===== src/rtl/fifo_pkg.sv =====
// Shared types and helpers for the async FIFO: buffer state encoding and
// Gray-code conversion reused by both pointer domains.
package fifo_pkg;

    typedef enum logic [1:0] {
        EMPTY = 2'd0,
        ONE   = 2'd1,
        TWO   = 2'd2
    } buf_state_e;

    localparam int GRAY_W_MAX = 32;

    // Width-agnostic: callers zero-extend a narrower Gray value and cast the
    // result back, since leading zeros convert to leading zeros.
    function automatic logic [GRAY_W_MAX-1:0] gray2bin(input logic [GRAY_W_MAX-1:0] gray);
        logic [GRAY_W_MAX-1:0] bin;
        bin = gray;
        for (int i = GRAY_W_MAX - 2; i >= 0; i--) begin
            bin[i] = bin[i+1] ^ gray[i];
        end
        return bin;
    endfunction

endpackage


===== src/rtl/fifo_skid_buf.sv =====
// Two-entry skid buffer between the upstream valid/ready stream and the FIFO
// write port; s_ready is registered so wfull never reaches it combinationally.
module fifo_skid_buf
    import fifo_pkg::*;
#(
    parameter int DSIZE = 8
) (
    input  logic             wclk,
    input  logic             wrst,
    input  logic             s_valid,
    output logic             s_ready,
    input  logic [DSIZE-1:0] s_data,
    output logic             winc,
    output logic [DSIZE-1:0] wdata,
    input  logic             wfull
);

    buf_state_e       state_r;
    buf_state_e       state_next_s;
    logic [DSIZE-1:0] head_r;
    logic [DSIZE-1:0] head_next_s;
    logic [DSIZE-1:0] tail_r;
    logic [DSIZE-1:0] tail_next_s;
    logic             s_ready_r;
    logic             winc_r;
    logic             in_xfer_s;
    logic             out_xfer_s;

    assign in_xfer_s  = s_valid & s_ready_r;
    assign out_xfer_s = winc_r & ~wfull;

    // Next-state and storage update for the head/tail entries.
    always_comb begin
        state_next_s = state_r;
        head_next_s  = head_r;
        tail_next_s  = tail_r;
        case (state_r)
            EMPTY: begin
                if (in_xfer_s) begin
                    state_next_s = ONE;
                    head_next_s  = s_data;
                end else begin
                    state_next_s = EMPTY;
                end
            end
            ONE: begin
                if (in_xfer_s && !out_xfer_s) begin
                    state_next_s = TWO;
                    tail_next_s  = s_data;
                end else if (out_xfer_s && !in_xfer_s) begin
                    state_next_s = EMPTY;
                end else if (out_xfer_s && in_xfer_s) begin
                    state_next_s = ONE;
                    head_next_s  = s_data;
                end else begin
                    state_next_s = ONE;
                end
            end
            TWO: begin
                // s_ready is low here, so only a drain can happen.
                if (out_xfer_s) begin
                    state_next_s = ONE;
                    head_next_s  = tail_r;
                end else begin
                    state_next_s = TWO;
                end
            end
            default: begin
                state_next_s = EMPTY;
            end
        endcase
    end

    // State, storage and registered handshake outputs.
    always_ff @(posedge wclk) begin
        if (wrst) begin
            state_r   <= EMPTY;
            head_r    <= {DSIZE{1'b0}};
            tail_r    <= {DSIZE{1'b0}};
            s_ready_r <= 1'b0;
            winc_r    <= 1'b0;
        end else begin
            state_r   <= state_next_s;
            head_r    <= head_next_s;
            tail_r    <= tail_next_s;
            s_ready_r <= (state_next_s != TWO);
            winc_r    <= (state_next_s != EMPTY);
        end
    end

    assign s_ready = s_ready_r;
    assign winc    = winc_r;
    assign wdata   = head_r;

endmodule


===== src/rtl/fifo_wr_adapter.sv =====
// Write-side front end of the async FIFO: skid-buffered stream input plus
// pessimistic write-domain occupancy and a programmable almost-full flag.
module fifo_wr_adapter
    import fifo_pkg::*;
#(
    parameter int DSIZE        = 8,
    parameter int ADDRSIZE     = 4,
    parameter int AFULL_THRESH = (32'sd1 <<< ADDRSIZE) - 32'sd2
) (
    input  logic                wclk,
    input  logic                wrst,
    input  logic                s_valid,
    output logic                s_ready,
    input  logic [DSIZE-1:0]    s_data,
    output logic                winc,
    output logic [DSIZE-1:0]    wdata,
    input  logic                wfull,
    input  logic [ADDRSIZE:0]   wq2_rptr,
    output logic [ADDRSIZE:0]   wlevel,
    output logic                awfull
);

    localparam int              PTR_W  = ADDRSIZE + 1;
    localparam logic [PTR_W-1:0] THRESH = PTR_W'(AFULL_THRESH);

    logic             winc_s;
    logic             out_xfer_s;
    logic [PTR_W-1:0] wcnt_r;
    logic [PTR_W-1:0] wcnt_next_s;
    logic [PTR_W-1:0] rbin_s;
    logic [PTR_W-1:0] level_next_s;
    logic [PTR_W-1:0] wlevel_r;
    logic             awfull_r;

    fifo_skid_buf #(
        .DSIZE (DSIZE)
    ) u_skid (
        .wclk    (wclk),
        .wrst    (wrst),
        .s_valid (s_valid),
        .s_ready (s_ready),
        .s_data  (s_data),
        .winc    (winc_s),
        .wdata   (wdata),
        .wfull   (wfull)
    );

    assign winc       = winc_s;
    assign out_xfer_s = winc_s & ~wfull;

    // The count mirrors the FIFO's binary write pointer, so the same modulo
    // subtraction against the synchronized read pointer gives the level.
    assign wcnt_next_s  = wcnt_r + {{ADDRSIZE{1'b0}}, out_xfer_s};
    assign rbin_s       = PTR_W'(gray2bin(GRAY_W_MAX'(wq2_rptr)));
    assign level_next_s = wcnt_next_s - rbin_s;

    // Write count, level and almost-full, all updated on the same edge.
    always_ff @(posedge wclk) begin
        if (wrst) begin
            wcnt_r   <= {PTR_W{1'b0}};
            wlevel_r <= {PTR_W{1'b0}};
            awfull_r <= 1'b0;
        end else begin
            wcnt_r   <= wcnt_next_s;
            wlevel_r <= level_next_s;
            awfull_r <= (level_next_s >= THRESH);
        end
    end

    assign wlevel = wlevel_r;
    assign awfull = awfull_r;

endmodule

===== config.mk =====
export PLATFORM = sky130hd
export DESIGN_NAME = fifo_wr_adapter
export DESIGN_NICKNAME = d
export VERILOG_FILES = /design/src/rtl/fifo_pkg.sv /design/src/rtl/fifo_skid_buf.sv /design/src/rtl/fifo_wr_adapter.sv
export SDC_FILE = /design/constraint.sdc
export NUM_CORES = 1
export LEC_CHECK = 0
export ABC_AREA = 1
export CAP_MARGIN = 25
export CORE_MARGIN = 4
export CORE_UTILIZATION = 31
export CTS_CLUSTER_DIAMETER = 80
export DETAILED_ROUTE_END_ITERATION = 6
export MAX_ROUTING_LAYER = met4
export PLACE_DENSITY_LB_ADDON = 0.15
export SLEW_MARGIN = 30
export SYNTH_ARGS = -nofsm -noshare
export SYNTH_HDL_FRONTEND = slang
export SYNTH_HIERARCHICAL = 1
export SYNTH_SLANG_ARGS = --single-unit
export TNS_END_PERCENT = 5

===== constraint.sdc =====
create_clock -name wclk -period 6.2 [get_ports wclk]
set_input_delay 1.86 -clock wclk [delete_from_list [all_inputs] [get_ports wclk]]
set_output_delay 1.86 -clock wclk [all_outputs]
set_load 0.005 [all_outputs]

==> results of run 1 <==
==> Yosys cell counts <==
master,number,area (µm²)
sky130_fd_sc_hd__nand2_2,3,18.8
sky130_fd_sc_hd__xor2_1,1,8.76
sky130_fd_sc_hd__xnor2_1,1,8.76
sky130_fd_sc_hd__nor2_2,2,12.5
sky130_fd_sc_hd__fa_1,1,20.0
sky130_fd_sc_hd__nor2_1,28,105
sky130_fd_sc_hd__clkbuf_1,1,3.75
sky130_fd_sc_hd__buf_2,1,5.00
sky130_fd_sc_hd__or2_4,1,8.76
sky130_fd_sc_hd__nand3b_1,1,7.51
sky130_fd_sc_hd__inv_1,35,131
sky130_fd_sc_hd__o21ai_2,9,78.8
sky130_fd_sc_hd__o21a_1,1,7.51
sky130_fd_sc_hd__dfxtp_1,31,621
sky130_fd_sc_hd__nor3_1,2,10.0
sky130_fd_sc_hd__a21oi_1,11,55.1
sky130_fd_sc_hd__o21ai_0,8,40.0
sky130_fd_sc_hd__inv_2,4,15.0
sky130_fd_sc_hd__nand4_1,1,6.26
sky130_fd_sc_hd__nand2_4,5,56.3
sky130_fd_sc_hd__buf_4,1,7.51
sky130_fd_sc_hd__nand2_1,44,165
sky130_fd_sc_hd__nand3_2,4,40.0
sky130_fd_sc_hd__nand3_1,14,70.1
sky130_fd_sc_hd__ha_1,6,75.1
sky130_fd_sc_hd__o21ai_1,2,10.0
sky130_fd_sc_hd__buf_6,2,22.5
sky130_fd_sc_hd__and2_1,1,6.26
==> area by class of cell <==
type / instances / area [µm²] / share of cell area (%)
Tap cell: 70 / 87.6 / 4.20
Sequential cell: 31 / 621 / 29.8
Timing Repair Buffer: 32 / 320 / 15.4
Clock buffer: 8 / 100 / 4.80
Inverter: 39 / 146 / 7.02
Multi-Input combinational cell: 146 / 811 / 38.9
==> critical path: stages <==
cell and delay, ns:
sky130_fd_sc_hd__clkdlybuf4s50_1 0.46, sky130_fd_sc_hd__or2_4 0.27, sky130_fd_sc_hd__nand2_4 0.07, sky130_fd_sc_hd__nand2_4 0.06
sky130_fd_sc_hd__nand3_1 0.08, sky130_fd_sc_hd__nand3_1 0.08, sky130_fd_sc_hd__nand2_1 0.06, sky130_fd_sc_hd__inv_1 0.04
sky130_fd_sc_hd__ha_1 0.19, sky130_fd_sc_hd__fa_1 0.41, sky130_fd_sc_hd__xor2_1 0.19, sky130_fd_sc_hd__nor3_1 0.14
sky130_fd_sc_hd__nand3_1 0.10, sky130_fd_sc_hd__nand2_1 0.06
==> per-stage QoR <==
step           power [mW]  setup WS, ns
2_1_floorplan       0.279          2.64
3_3_place_gp        0.321          2.10
3_5_place_dp        0.321          2.07
4_1_cts             0.499          2.36
5_1_grt             0.520          2.14
6_report            0.491          2.36
==> cells in the final DEF, fill, tap and decap left out, types with 2 or more instances in the layout <==
cell	instances
sky130_fd_sc_hd__a21oi_1	11
sky130_fd_sc_hd__clkbuf_8	7
sky130_fd_sc_hd__clkdlybuf4s50_1	32
sky130_fd_sc_hd__dfxtp_1	31
sky130_fd_sc_hd__ha_1	6
sky130_fd_sc_hd__inv_1	35
sky130_fd_sc_hd__inv_2	4
sky130_fd_sc_hd__nand2_1	44
sky130_fd_sc_hd__nand2_2	3
sky130_fd_sc_hd__nand2_4	5
sky130_fd_sc_hd__nand3_1	14
sky130_fd_sc_hd__nand3_2	4
sky130_fd_sc_hd__nor2_1	28
sky130_fd_sc_hd__nor2_2	2
sky130_fd_sc_hd__nor3_1	2
sky130_fd_sc_hd__o21ai_0	8
sky130_fd_sc_hd__o21ai_1	2
sky130_fd_sc_hd__o21ai_2	9
==> state kept, by name, summed over array words and instances, names as in the netlist <==
signal and cells:
u_skid/wdata 8, u_skid/state_r 2, awfull 1, u_skid/tail_r 8, u_skid/s_ready 1, wlevel 5, u_skid/winc 1, wcnt_r 5
==> power by group through the flow <==
stage,Clock (mW),Sequential [mW],Combinational (mW)
finish,0.176,0.219,0.0962
global route,0.189,0.220,0.111
CTS,0.182,0.219,0.0982
detailed placement,0,0.223,0.0974
global placement,0,0.223,0.0979
floorplan,0,0.224,0.0546
==> worst max-delay path by stage <==
stage / slack (ns) / to / from / cells past startpoint
floorplan: 2.64 / awfull / wq2_rptr[3] / 13
global placement: 2.10 / awfull / wq2_rptr[4] / 14
detailed placement: 2.07 / awfull / wq2_rptr[4] / 14
CTS: 2.36 / awfull / wq2_rptr[4] / 14
global route: 2.14 / awfull / wq2_rptr[4] / 14
finish: 2.36 / awfull / wq2_rptr[4] / 14
==> routing by layer <==
| layer | GRT usage, % | vias up | routed length [µm] |
|---|---|---|---|
| met5 | - | - | 0 |
| met4 | 4.22 | 0 | 14 |
| met3 | 4.26 | 2 | 202 |
| met2 | 19.0 | 26 | 1430 |
| met1 | 14.1 | 587 | 1640 |
| li1 | - | 759 | - |
==> kinds of logic after synthesis <==
| kind of cell | count (synthesis) | synth area share [%] |
|---|---|---|
| AND/OR/NAND/NOR | 106 | 31.3 |
| XOR/XNOR | 2 | 1.08 |
| AO/OA/AOI/OAI | 31 | 11.8 |
| buffers and inverters | 44 | 11.5 |
| flip-flops | 31 | 38.4 |
| adder cells (fa/ha/maj) | 7 | 5.88 |
==> metrics.yaml, run 1 <==
synthesis:
  post_synth_num_cell_types: 28
  synth-seq-area-share_pct: 38.4
  yosys_warnings: 6
  synthCells: 221
  syn-num-nets: 245
  synth_area_per_cell_um2: 7.31
  synth_area_um2: 1620
  ys_ff_latch: 31
final_layout:
  antenna_cells: 0
  finish.net_count: 279
  drive_gt1_share_pct: 13.7
  fin_area_um2: 2090
  num-fill-cells: 583
  instances_no_fill: 326
  layout-area-overhead-vs-synth_pct: 29.0
  finalCoreUtilization_pct: 41.1
sta:
  finalHoldViolCount: 0
  final.hold.worst_slack_ns: 0.479
  achievable_frequency_mhz: 260
  rsz_0062_raised_after_global_routing: "false"
  layout_worst_path_cycle_share_pct: 61.9
  slew_headroom_pct: 62.5
  maxSlewViolCount: 0
  skew_final_ns: 0.00446
  setup-violations-final: 0
  period_minus_slack_ns: 3.84
  setup_total_negative_slack_ns: 0
  worstMarginPinSlew_ns: 0.561
placed_design:
  place.gp.congestion: 0.822
  dp.cells: 318
  count_of_input_and_output_buffers: 32
  place.detailed.hpwl_um: 2450
  placed_area_um2: 1990
setup_path:
  worst_r2r_endpoint: "awfull"
  crit-reg2reg-launch: "u_skid/winc"
  reg2reg_depth: 11
  worst_ep_required_time_ns: 6.42
  crit_path_class: "input pin to register"
  worstSetupEndpointType: "register"
  timing.critical_path.arrival_ns: 4.07
  crit_fanout: 4
  rrSetupSlack_ns: 4.16
  crit_path_start_kind: "input pin"
routing:
  detail_route.drc_violations: 0
  routed-via-count: 1374
  dr.pass1.iters: 4
  route.detailed.vias_per_inst: 4.21
  ant_nets: 0
  initialDrtViolationCount: 55
  wirelength_um: 3290
  drt_wl_cell_um: 10.1
power:
  switching_share_pct: 25.9
  seqPwrFrac_pct: 44.6
  cellPowerDensity_nw_per_um2: 235
  switchingPower_uw: 127
  power.combinational.fraction_pct: 19.6
  leakage_nw: 0.946
  power.share.clock_pct: 35.8
  irDropWorstVdd_mv: 0.0844
  internal_power_uw: 364
floorplanning:
  io_pins: 33
  placement_rows: 26
  placeableCoreArea_um2: 5070
  die_area_um2: 6430
  floorplan.initialDensity_pct: 31.9
  floorplan.die.height_um: 80.2
  die_width_um: 80.2
cts:
  postCtsHoldBufs: 0
  max-clock-path-buffers: 2
  cts.sinks: 31
  tritoncts: "built"
  htree_levels: 2
  post_cts_resized: 0
  insertion_delay_ns: 0.28
  clkTransAtPathRegs_ns: 0.06
  cts-buffers-inserted: 5
  clock_tree.root_cell: "sky130_fd_sc_hd__clkbuf_8"
  post_cts_buffers: 0
global_routing:
  tot_gr_track_use_pct: 12.0
  overflow: 0
  grt_first_pass_wirelength_um: 5800
  grt_antenna_before_repair: 0
  first_global_vias: 1378
  largest_net_degree_at_the_start_of_global_routing: 18
outcome:
  status: "finished, final reports clean"
min_path:
  hold_path_depth: 2
  hold_end: "u_skid/tail_r[5]"
  hold_removal_path_class: "register to register"
  hold_start: "u_skid/tail_r[5]"
run:
  timing.max_cap.violations: 0
Note: power is estimated with default switching activity, not from simulation.
==> run 2: changes to the inputs <==
==> constraint.sdc (replaced) <==
create_clock -name wclk -period 3.35 [get_ports wclk]
set_input_delay 1.005 -clock wclk [delete_from_list [all_inputs] [get_ports wclk]]
set_output_delay 1.005 -clock wclk [all_outputs]
set_load 0.005 [all_outputs]
==> run 2 against run 1 <==
  * Sequential share of layout area is 0.35 points lower
  * Power is 96% higher
  * Worst setup slack worse by 2.0 ns
  * Register-to-register slack worse by 2.8 ns
  * Clock power is 110% higher
  * Sequential cell count stayed put
  * Clock skew is 0.0018 ns higher
  * Critical endpoint unchanged
  * Utilization is 0.49 points higher
  * Largest cell class unchanged
  * Die area stayed put
  * Hold slack worse by 0.0011 ns
  * Critical path depth stayed put
==> metrics.yaml, run 2 (same netlist as run 1, synthesis figures left out) <==
outcome:
  status: "finished, final reports clean"
placed_design:
  place.detailed.hpwl_um: 2470  # +0.90%
  placed_area_um2: 1990  # +0.38%
  dp.cells: 319  # +0.31%
  pre_cts_slack_ns: 0.0774  # -1.99 ns
  place.gp.congestion: 0.829  # +0.95%
  count_of_input_and_output_buffers: 32  # unchanged
setup_path:
  crit_path_start_kind: "input pin"
  crit_fanout: 4  # unchanged
  reg2reg_depth: 13  # +2
  crit_path_class: "input pin to register"
  rrSetupSlack_ns: 1.32  # -2.84 ns
  worstSetupEndpointType: "register"
  timing.critical_path.arrival_ns: 3.20  # -0.87 ns
  worst_ep_required_time_ns: 3.57  # -2.85 ns
run:
  timing.max_cap.violations: 0  # unchanged
power:
  cellPowerDensity_nw_per_um2: 455  # +93%
  internal_power_uw: 727  # +100%
  switching_share_pct: 24.4  # -1.5 points
  irDropWorstVdd_mv: 0.248  # +190%
  seqPwrFrac_pct: 42.1  # -2.5 points
  power.combinational.fraction_pct: 18.6  # -1.0 points
  leakage_nw: 0.960  # +1.5%
  power.share.clock_pct: 39.2  # +3.4 points
  switchingPower_uw: 234  # +84%
final_layout:
  num-fill-cells: 562  # -3.6%
  layout-area-overhead-vs-synth_pct: 30.6
  most_frequent_cells_in_the_layout: "sky130_fd_sc_hd__nand2_1 (44), sky130_fd_sc_hd__inv_1 (35), sky130_fd_sc_hd__clkdlybuf4s50_1 (32)"
  finish.net_count: 280  # +0.36%
  fin_area_um2: 2110  # +1.2%
  drive_gt1_share_pct: 14.4  # +0.73 points
  layout_commonest_cell: "sky130_fd_sc_hd__nand2_1"
  instances_no_fill: 327  # +0.31%
  antenna_cells: 0  # unchanged
floorplanning:
  floorplan.initialDensity_pct: 31.9  # unchanged
  floorplan.die.height_um: 80.2  # unchanged
  die_area_um2: 6430  # unchanged
  placeableCoreArea_um2: 5070  # unchanged
  io_pins: 33  # unchanged
  placement_rows: 26  # unchanged
  die_width_um: 80.2  # unchanged
cts:
  tritoncts: "built"
  post_cts_buffers: 0  # unchanged
  max-clock-path-buffers: 2  # unchanged
  cts-buffers-inserted: 5  # unchanged
  clkTransAtPathRegs_ns: 0.06  # about the same
  clock_tree.root_cell: "sky130_fd_sc_hd__clkbuf_8"
  cts.sinks: 31  # unchanged
  htree_levels: 2  # unchanged
  postCtsHoldBufs: 0  # unchanged
  post_cts_resized: 0  # unchanged
  insertion_delay_ns: 0.28  # about the same
routing:
  dr.pass1.iters: 4  # unchanged
  routed-via-count: 1400  # +1.9%
  route.detailed.vias_per_inst: 4.28  # +1.6%
  initialDrtViolationCount: 54  # -1.8%
  drt_wl_cell_um: 9.99  # -1.0%
  detail_route.drc_violations: 0  # unchanged
  wirelength_um: 3270  # -0.73%
  ant_nets: 0  # unchanged
global_routing:
  gr-max-usage-layer: "met2"
  groute.layer.met1.usage_pct: 13.7  # -0.47 points
  grt_antenna_before_repair: 0  # unchanged
  grt_use_met3_pct: 3.48  # -0.78 points
  tot_gr_track_use_pct: 11.7  # -0.36 points
  overflow: 0  # unchanged
  largest_net_degree_at_the_start_of_global_routing: 18  # unchanged
  grt_first_pass_wirelength_um: 5600  # -3.6%
  first_global_vias: 1385  # +0.51%
  grtUsageMet2_pct: 18.3  # -0.75 points
sta:
  finalHoldViolCount: 0  # unchanged
  setup_total_negative_slack_ns: 0  # unchanged
  slew_headroom_pct: 68.9  # +6.4 points
  rsz_0062_raised_after_global_routing: "false"
  setup-violations-final: 0  # unchanged
  post-route-worst-setup-slack_ns: 0.370  # -1.99 ns
  period_minus_slack_ns: 2.98
  skew_final_ns: 0.00630  # +0.00184 ns
  maxSlewViolCount: 0  # unchanged
  layout_worst_path_cycle_share_pct: 88.9
  worstMarginPinSlew_ns: 0.467  # -0.0940 ns
  achievable_frequency_mhz: 336
min_path:
  hold_removal_path_class: "register to register"
  hold_path_depth: 2  # unchanged
==> run 2: cell count changes in the layout (fill, tap and decap cells not counted), sizes merged <==
| cell | previous run | this run |
|---|---|---|
| clkbuf | 8 | 6 |
| clkinv | 0 | 1 |
| buf | 0 | 1 |
| bufinv | 0 | 1 |
==> run 2: worst max-delay path, cell delays in order <==
cell and delay (ns):
sky130_fd_sc_hd__clkdlybuf4s50_1 0.45, sky130_fd_sc_hd__or2_4 0.27, sky130_fd_sc_hd__nand3_2 0.10, sky130_fd_sc_hd__nand2_4 0.06, sky130_fd_sc_hd__nand2_1 0.05, sky130_fd_sc_hd__nand3_1 0.06, sky130_fd_sc_hd__nand2_1 0.06, sky130_fd_sc_hd__inv_1 0.04
sky130_fd_sc_hd__ha_1 0.19, sky130_fd_sc_hd__fa_1 0.41, sky130_fd_sc_hd__xor2_1 0.19, sky130_fd_sc_hd__nor3_1 0.14, sky130_fd_sc_hd__nand3_1 0.09, sky130_fd_sc_hd__nand2_1 0.06
==> run 2: power groups by stage <==
stage                     combinational (mW)  sequential (mW)  clock, mW
after CTS                              0.183            0.405      0.394
after floorplan                        0.101            0.415          0
after global placement                 0.182            0.413          0
after global routing                   0.203            0.407      0.408
final                                  0.179            0.405      0.377
after detailed placement               0.181            0.413          0
==> run 2: cell type report <==
| cell class | instances | area [µm²] | area share [%] |
|---|---|---|---|
| clock inverters | 2 | 35.0 | 1.66 |
| well taps | 70 | 87.6 | 4.15 |
| multi-input cells | 146 | 811 | 38.4 |
| clock buffers | 6 | 82.6 | 3.91 |
| flip-flops and latches | 31 | 621 | 29.4 |
| inverters | 39 | 146 | 6.94 |
| repair buffers | 33 | 328 | 15.5 |
==> run 2: worst paths after layout <==
kind / startpoint / end
hold / removal: u_skid/tail_r[5] / u_skid/tail_r[5]
hold reg to reg: u_skid/tail_r[5] / u_skid/tail_r[5]
setup reg to reg: u_skid/winc / awfull
setup / recovery: wq2_rptr[4] / awfull
==> run 2: per-stage QoR <==
stage / utilization, % / hold slack [ns] / total power [mW]
after global routing: 41.6 / 0.510 / 1.02
after CTS: 41.6 / 0.481 / 0.982
after detailed placement: 39.3 / 0.471 / 0.594
after global placement: 39.3 / 0.467 / 0.596
after floorplan: - / 0.451 / 0.516
final: 41.6 / 0.478 / 0.961
==> run 2: routing by layer <==
layer | part of all wire, % | routed length (µm)
met3 | 6.2 | 203
met4 | 1.1 | 36
met1 | 48 | 1560
met2 | 45 | 1470
met5 | 0 | 0
